**src/rtl/ac97_pkg.sv**
```systemverilog
// Shared AC'97 command-sequencer types: register map, FSM states, and the
// packing of the master/headphone volume word.
package ac97_pkg;

  localparam int VOL_W = 5;

  localparam logic [7:0] AC97_REG_MASTER = 8'h02;
  localparam logic [7:0] AC97_REG_HP     = 8'h04;
  localparam logic [7:0] AC97_REG_PCM    = 8'h18;

  typedef enum logic [1:0] {WAIT_READY, INIT, RUN} state_t;

  // Left attenuation in 12:8, right in 4:0, mute in bit 15.
  function automatic logic [15:0] vol_word(input logic mute, input logic [VOL_W-1:0] lvl);
    return {mute, 2'b00, lvl, 3'b000, lvl};
  endfunction

endpackage

```
**src/rtl/ac97_cmd_sequencer_if.sv**
```systemverilog
// Slot 1/2 command bus between the sequencer (master) and the frame serializer.
interface ac97_cmd_sequencer_if;
  logic        cmd_valid;
  logic [7:0]  cmd_addr;
  logic [15:0] cmd_data;

  modport master (output cmd_valid, cmd_addr, cmd_data);
  modport slave  (input  cmd_valid, cmd_addr, cmd_data);
endinterface

```
**src/rtl/ac97_vol_ctrl.sv**
```systemverilog
// Saturating attenuation counter; 'changed' flags a request that actually
// moves the level (saturated or conflicting requests are dropped).
module ac97_vol_ctrl
  import ac97_pkg::*;
#(
  parameter logic [VOL_W-1:0] VOL_INIT = 5'd8
) (
  input  logic             clk,
  input  logic             rst_n,
  input  logic             up,
  input  logic             down,
  output logic [VOL_W-1:0] level,
  output logic             changed
);

  logic dec, inc;

  always_comb begin
    dec     = up && !down && (level != '0);
    inc     = down && !up && (level != '1);
    changed = dec || inc;
  end

  always_ff @(posedge clk or negedge rst_n) begin
    if (!rst_n)   level <= VOL_INIT;
    else if (dec) level <= level - 1'b1;
    else if (inc) level <= level + 1'b1;
  end

endmodule

```
**src/rtl/ac97_cmd_sequencer.sv**
```systemverilog
// AC'97 control-slot scheduler: waits for codec ready, writes the init table
// one entry per frame, then forwards volume changes. Optional: AC97_MUTE_EN.
module ac97_cmd_sequencer
  import ac97_pkg::*;
#(
  parameter logic [VOL_W-1:0] VOL_INIT     = 5'd8,
  parameter int               READY_FRAMES = 4,
  parameter logic [15:0]      PCM_VOL      = 16'h0808
) (
  input  logic                     bit_clk,
  input  logic                     reset_n,
  input  logic                     frame_sync,
  input  logic                     codec_ready,
  input  logic                     vol_up,
  input  logic                     vol_down,
`ifdef AC97_MUTE_EN
  input  logic                     mute_toggle,
`endif
  ac97_cmd_sequencer_if.master     cmd,
  output logic [VOL_W-1:0]         vol_level,
  output logic                     init_done,
  output logic                     busy
);

  state_t      state, state_n;
  logic [3:0]  cnt, cnt_n;
  logic [1:0]  idx, idx_n;
  logic        pending, pending_n;
  logic        done_n, busy_n;
  logic        valid_q, valid_n;
  logic [7:0]  addr_q, addr_n;
  logic [15:0] data_q, data_n;
  logic        vol_chg, mute, tgl;
  logic [15:0] vw;

  ac97_vol_ctrl #(.VOL_INIT(VOL_INIT)) u_vol (
    .clk    (bit_clk),
    .rst_n  (reset_n),
    .up     (vol_up),
    .down   (vol_down),
    .level  (vol_level),
    .changed(vol_chg)
  );

`ifdef AC97_MUTE_EN
  // Mute survives codec loss; only reset clears it.
  always_ff @(posedge bit_clk or negedge reset_n) begin
    if (!reset_n) mute <= 1'b0;
    else          mute <= mute ^ mute_toggle;
  end
  assign tgl = mute_toggle;
`else
  assign mute = 1'b0;
  assign tgl  = 1'b0;
`endif

  assign vw = vol_word(mute, vol_level);

  always_comb begin
    state_n   = state;
    cnt_n     = cnt;
    idx_n     = idx;
    pending_n = pending;
    done_n    = init_done;
    valid_n   = valid_q;
    addr_n    = addr_q;
    data_n    = data_q;
    if (frame_sync) begin
      if (state != WAIT_READY && !codec_ready) begin
        state_n   = WAIT_READY;
        cnt_n     = '0;
        pending_n = 1'b0;
        done_n    = 1'b0;
        valid_n   = 1'b0;
      end else begin
        unique case (state)
          WAIT_READY: begin
            valid_n = 1'b0;
            if (codec_ready) begin
              cnt_n = (cnt == 4'hF) ? cnt : cnt + 4'd1;
              if (cnt_n >= 4'(READY_FRAMES)) begin
                state_n = INIT;
                idx_n   = '0;
              end
            end else begin
              cnt_n = '0;
            end
          end
          INIT: begin
            idx_n   = idx + 2'd1;
            valid_n = 1'b1;
            unique case (idx)
              2'd0: begin addr_n = AC97_REG_MASTER; data_n = vw;      end
              2'd1: begin addr_n = AC97_REG_HP;     data_n = vw;      end
              2'd2: begin addr_n = AC97_REG_PCM;    data_n = PCM_VOL; end
              default: begin
                valid_n = 1'b0;
                done_n  = 1'b1;
                state_n = RUN;
              end
            endcase
          end
          RUN: begin
            valid_n = pending;
            if (pending) begin
              addr_n    = AC97_REG_MASTER;
              data_n    = vw;
              pending_n = 1'b0;
            end
          end
          default: state_n = WAIT_READY;
        endcase
      end
    end
    // A change on the issuing edge re-arms for the following frame.
    if (state == RUN && state_n == RUN && (vol_chg || tgl)) pending_n = 1'b1;
    busy_n = (state_n != RUN) || pending_n || valid_n;
  end

  always_ff @(posedge bit_clk or negedge reset_n) begin
    if (!reset_n) begin
      state     <= WAIT_READY;
      cnt       <= '0;
      idx       <= '0;
      pending   <= 1'b0;
      init_done <= 1'b0;
      busy      <= 1'b0;
      valid_q   <= 1'b0;
      addr_q    <= '0;
      data_q    <= '0;
    end else begin
      state     <= state_n;
      cnt       <= cnt_n;
      idx       <= idx_n;
      pending   <= pending_n;
      init_done <= done_n;
      busy      <= busy_n;
      valid_q   <= valid_n;
      addr_q    <= addr_n;
      data_q    <= data_n;
    end
  end

  assign cmd.cmd_valid = valid_q;
  assign cmd.cmd_addr  = addr_q;
  assign cmd.cmd_data  = data_q;

endmodule

```
**src/flat_wrapper.sv**
```systemverilog
// flat-port wrapper written by rule: the top's interface ports become plain ports
module ac97_cmd_sequencer_flat import ac97_pkg::*;
#(
  parameter logic [VOL_W-1:0] VOL_INIT     = 5'd8,
  parameter int               READY_FRAMES = 4,
  parameter logic [15:0]      PCM_VOL      = 16'h0808
)
  (bit_clk, reset_n, frame_sync, codec_ready, vol_up, vol_down, vol_level, init_done, busy, cmd_cmd_valid, cmd_cmd_addr, cmd_cmd_data);
  ac97_cmd_sequencer_if cmd_i ();
  input  logic bit_clk;
  input  logic reset_n;
  input  logic frame_sync;
  input  logic codec_ready;
  input  logic vol_up;
  input  logic vol_down;
  output logic [VOL_W-1:0] vol_level;
  output logic init_done;
  output logic busy;
  output wire logic [$bits(cmd_i.cmd_valid)-1:0] cmd_cmd_valid;
  output wire logic [$bits(cmd_i.cmd_addr)-1:0] cmd_cmd_addr;
  output wire logic [$bits(cmd_i.cmd_data)-1:0] cmd_cmd_data;
  assign cmd_cmd_valid = cmd_i.cmd_valid;
  assign cmd_cmd_addr = cmd_i.cmd_addr;
  assign cmd_cmd_data = cmd_i.cmd_data;
  ac97_cmd_sequencer #(.VOL_INIT(VOL_INIT), .READY_FRAMES(READY_FRAMES), .PCM_VOL(PCM_VOL)) u_core (.bit_clk(bit_clk), .reset_n(reset_n), .frame_sync(frame_sync), .codec_ready(codec_ready), .vol_up(vol_up), .vol_down(vol_down), .cmd(cmd_i), .vol_level(vol_level), .init_done(init_done), .busy(busy));
endmodule
```
**config.mk**
```make
export PLATFORM = sky130hd
export DESIGN_NAME = ac97_cmd_sequencer_flat
export DESIGN_NICKNAME = d
export VERILOG_FILES = /design/src/rtl/ac97_pkg.sv /design/src/rtl/ac97_cmd_sequencer_if.sv /design/src/rtl/ac97_vol_ctrl.sv /design/src/rtl/ac97_cmd_sequencer.sv /design/src/flat_wrapper.sv
export SDC_FILE = /design/constraint.sdc
export NUM_CORES = 1
export LEC_CHECK = 0
export BUFFER_PORTS_ARGS = -buffer_cell sky130_fd_sc_hd__buf_2
export CELL_PAD_IN_SITES_DETAIL_PLACEMENT = 1
export CELL_PAD_IN_SITES_GLOBAL_PLACEMENT = 1
export CORE_MARGIN = 2
export CORE_UTILIZATION = 40
export DETAILED_ROUTE_END_ITERATION = 16
export PLACE_DENSITY = 0.84
export SLEW_MARGIN = 20
export SYNTH_ARGS = -nofsm -noshare
export SYNTH_HDL_FRONTEND = slang
export SYNTH_SLANG_ARGS = --single-unit
```
**constraint.sdc**
```tcl
create_clock -name bit_clk -period 2.6 [get_ports bit_clk]
set_input_delay 0.26 -clock bit_clk [delete_from_list [all_inputs] [get_ports bit_clk]]
set_output_delay 0.26 -clock bit_clk [all_outputs]
set_load 0.005 [all_outputs]
```
==> key figures <==
Pwr
  – Peak supply drop: 0.335 mV
  – Lkg Pwr: 0.000932 uW
  – Power Density: 1060 mW/mm^2

Critical path
  – Worst setup EP type: flop
  – Critical Path Source Type: flop
  – Worst Reg2Reg Path Length in Cells: 9
  – Critical path class: reg2reg
  – Crit. Startpoint: u_core.u_vol.level[0]
  – Worst flop-to-flop path startpoint: u_core.u_vol.level[0]
  – Worst-path maximum fanout: 6
  – Arrival @ worst endpoint: 2.66 ns
  – Critical Path RT: 2.76 ns

Clock tree
  – Clock sink total: 25
  – Num CTS Buffers: 3
  – Root Driver: clkbuf_8
  – CTS tree: built
  – Worst-path clk slew: 0.10 ns
  – Clock Tree Buf Depth: 2
  – Clk_lat worst skew: 0.27 ns
  – CTS H-Tree Depth: 1
  – Post-CTS setup buffer count: 0

Final layout
  – Final design utilization: 46.1%
  – Ratio of cells with drive above 1 in the final layout: 20.7%
  – ANT cells: 0
  – Layout Nets: 224
  – Area Overhead vs Synth: 10.0%

Worst hold path
  – Min-Delay Path Class: in2reg
  – Worst hold path depth: 2
  – Hold Startpoint: frame_sync

Routing
  – Vias: 1,307
  – Pre-Repair DR Iteration Count: 4
  – WL per Instance: 15.4 um
  – Routed wire length: 3890 um
  – Remaining DRCs: 0
  – Antenna Nets Post-Route: 0
  – DRT iter0 DRCs: 53
  – Vias per cell: 5.17

Global route
  – Vias in the first global route: 1,326
  – Overflow after GRT: 0
  – Total track usage: 17.4%
  – Initial antenna violation count: 0
  – Largest net degree at the start of global routing: 26
  – First-pass GRT wire length: 6130 um

Synthesis
  – Post-synth cell types: 45
  – Post-synth ARST share: 100%
  – Synth Area per Inst: 9.33 um^2
  – YS warnings: 0
  – Post-synthesis sequential element count: 25
  – Synthesized area: 0.00169 mm^2
  – Post-synth top flop: dfrtp_1
  – Seq/Total Area, Yosys: 37.1%
  – Number of synthesized flops with an enable pin: 0
  – Mapped Cells: 181

Die
  – Effective utilization at floorplan: 41.9%
  – Die ar.: 0.00476 mm^2
  – Core ar.: 0.00403 mm^2
  – Die Ht: 69.0 um
  – Row count: 23
  – Number of placed I/O pins: 38
  – Die X: 69.0 um

Timing
  – Setup TNS: 0 ns
  – Worst clock skew: 0.00626 ns
  – Crit path time final: 2.50 ns
  – Final Hold Fails: 0
  – Final Cycle Share: 96.2%
  – Final Setup Violations: 0
  – Fmax: 400 MHz
  – Slew of the pin with the lowest slew margin: 0.619 ns
  – Headroom to the max-slew limit: 58.5%
  – Fin. max-slew vios: 0

Status
  – Run status: completed

Placed design
  – I/O Buffers: 27
  – Post-DP HPWL: 2970 um
  – Routability cong.: 0.797

Run
  – Max Cap Viol: 0
[cell usage after synthesis, types with 2 or more instances]
| master | instances | area (um^2) |
|---|---|---|
| clkbuf_1 | 3 | 11.3 |
| nand2b_1 | 3 | 18.8 |
| nand4b_1 | 2 | 17.5 |
| mux2_1 | 2 | 22.5 |
| nand3_1 | 3 | 15.0 |
| nor2b_1 | 4 | 25.0 |
| nor2_1 | 8 | 30.0 |
| inv_1 | 21 | 78.8 |
| o21ai_1 | 5 | 25.0 |
| nand2_1 | 17 | 63.8 |
| a31oi_1 | 2 | 12.5 |
| o31ai_1 | 4 | 30.0 |
| ha_1 | 13 | 163 |
| buf_4 | 16 | 120 |
| o21ai_0 | 8 | 40.0 |
| o21a_1 | 2 | 15.0 |
| a22o_1 | 3 | 26.3 |
| nor3_1 | 2 | 10.0 |
| dfrtp_1 | 24 | 601 |
| a21oi_1 | 7 | 35.0 |
| xnor2_1 | 3 | 26.3 |
| mux2i_1 | 5 | 50.1 |
| and2_1 | 2 | 12.5 |
[power breakdown]
group / switching, uW / internal (uW) / total [uW]
registers: 184 / 553 / 738
logic: 542 / 451 / 993
clock network: 134 / 109 / 242
total: 860 / 1110 / 1970
[kinds of logic (layout without fill, tap and decap cells)]
group	count (synthesis)	count (layout)	share of synthesized area, %
flip-flops	25	25	37.1
XOR/XNOR	4	4	2.08
AO/OA/AOI/OAI	43	43	18.6
AND/OR/NAND/NOR	45	45	13.3
adder cells (fa/ha/maj)	14	14	10.8
other	1	10	0.222
buffers and inverters	41	54	12.7
multiplexers	8	8	5.19
[metrics by stage]
| stage | worst slack [ns] | power, uW | hold slack, ns | std cells | area, um^2 |
|---|---|---|---|---|---|
| 6_report | 0.0998 | 1970 | 0.318 | 253 | 1860 |
| 2_1_floorplan | 0.284 | 1430 | -0.0356 | 190 | 1720 |
| 5_1_grt | -0.0278 | 2160 | 0.326 | 253 | 1860 |
| 3_3_place_gp | 0.231 | 1650 | 0.283 | 248 | 1790 |
| 4_1_cts | 0.112 | 1980 | 0.310 | 253 | 1850 |
| 3_5_place_dp | 0.133 | 1730 | 0.289 | 248 | 1790 |
[routing by layer]
layer / wire [um] / track usage [%] / part of all wire [%]
met2: 2070 / 30.9 / 53
met1: 1720 / 21.9 / 44
met4: 33 / 6.62 / 0.85
met3: 73 / 1.46 / 1.9
met5: 0 / 0 / 0
[critical path, stage by stage, from the launching register on]
cell	delay, ns
dfrtp_2	0.45
or4_4	0.55
o211ai_4	0.27
inv_2	0.10
ha_1	0.34
nor2b_1	0.18
o21ai_2	0.08
a211oi_2	0.21
a31oi_1	0.07
xnor2_1	0.13
[cell usage in the layout, fill, tap and decap left out, drive strengths merged, types with 2 or more instances in the layout]
cell and n:
a21oi 7, a22o 3, a31oi 2, and2 2
buf 27, clkbuf 3, conb 10, dfrtp 24
ha 13, inv 22, mux2 3, mux2i 5
nand2 17, nand2b 3, nand3 3, nand4b 2
nor2 8, nor2b 4, nor3 2, o211ai 2
o21a 2, o21ai 14, o31ai 5, xnor2 3
[flip-flops by register name, indices dropped and copies added, names as in the netlist]
signal	flops
u_core.pending	1
u_core.idx	2
u_core.u_vol.level	5
u_core.init_done	1
u_core.cnt	4
u_core.cmd.cmd_valid	1
u_core.state	2
u_core.busy	1
u_core.cmd.cmd_addr	3
u_core.cmd.cmd_data	5
[layout make-up]
cell class	count	area [um^2]
clock buffer	3	41.3
multi-input combinational	124	890
fill	495	2170
tap	50	62.6
sequential	25	628
inverter	22	82.6
timing repair buffer	28	145
clock inverter	1	7.51
[worst paths after layout]
| path | slack (ns) | end |
|---|---|---|
| worst max-delay path | 0.1 | u_core.u_vol.level[4] |
| worst min-delay path | 0.32 | u_core.cnt[3] |
| worst max register to register | 0.1 | u_core.u_vol.level[4] |
| worst min register to register | 0.51 | u_core.cmd.cmd_addr[2] |
| max in group asynchronous | 1.68 | u_core.u_vol.level[0] |
| min in group asynchronous | 0.51 | u_core.u_vol.level[1] |
[timing repair]
action / in CTS / in global routing
gates resized for setup: 0 / 3
setup endpoints to repair: 0 / 1
hold buffers: 1 / 0
endpoints found under the hold margin: 24 / 0
(Power assumes the default switching activity.)
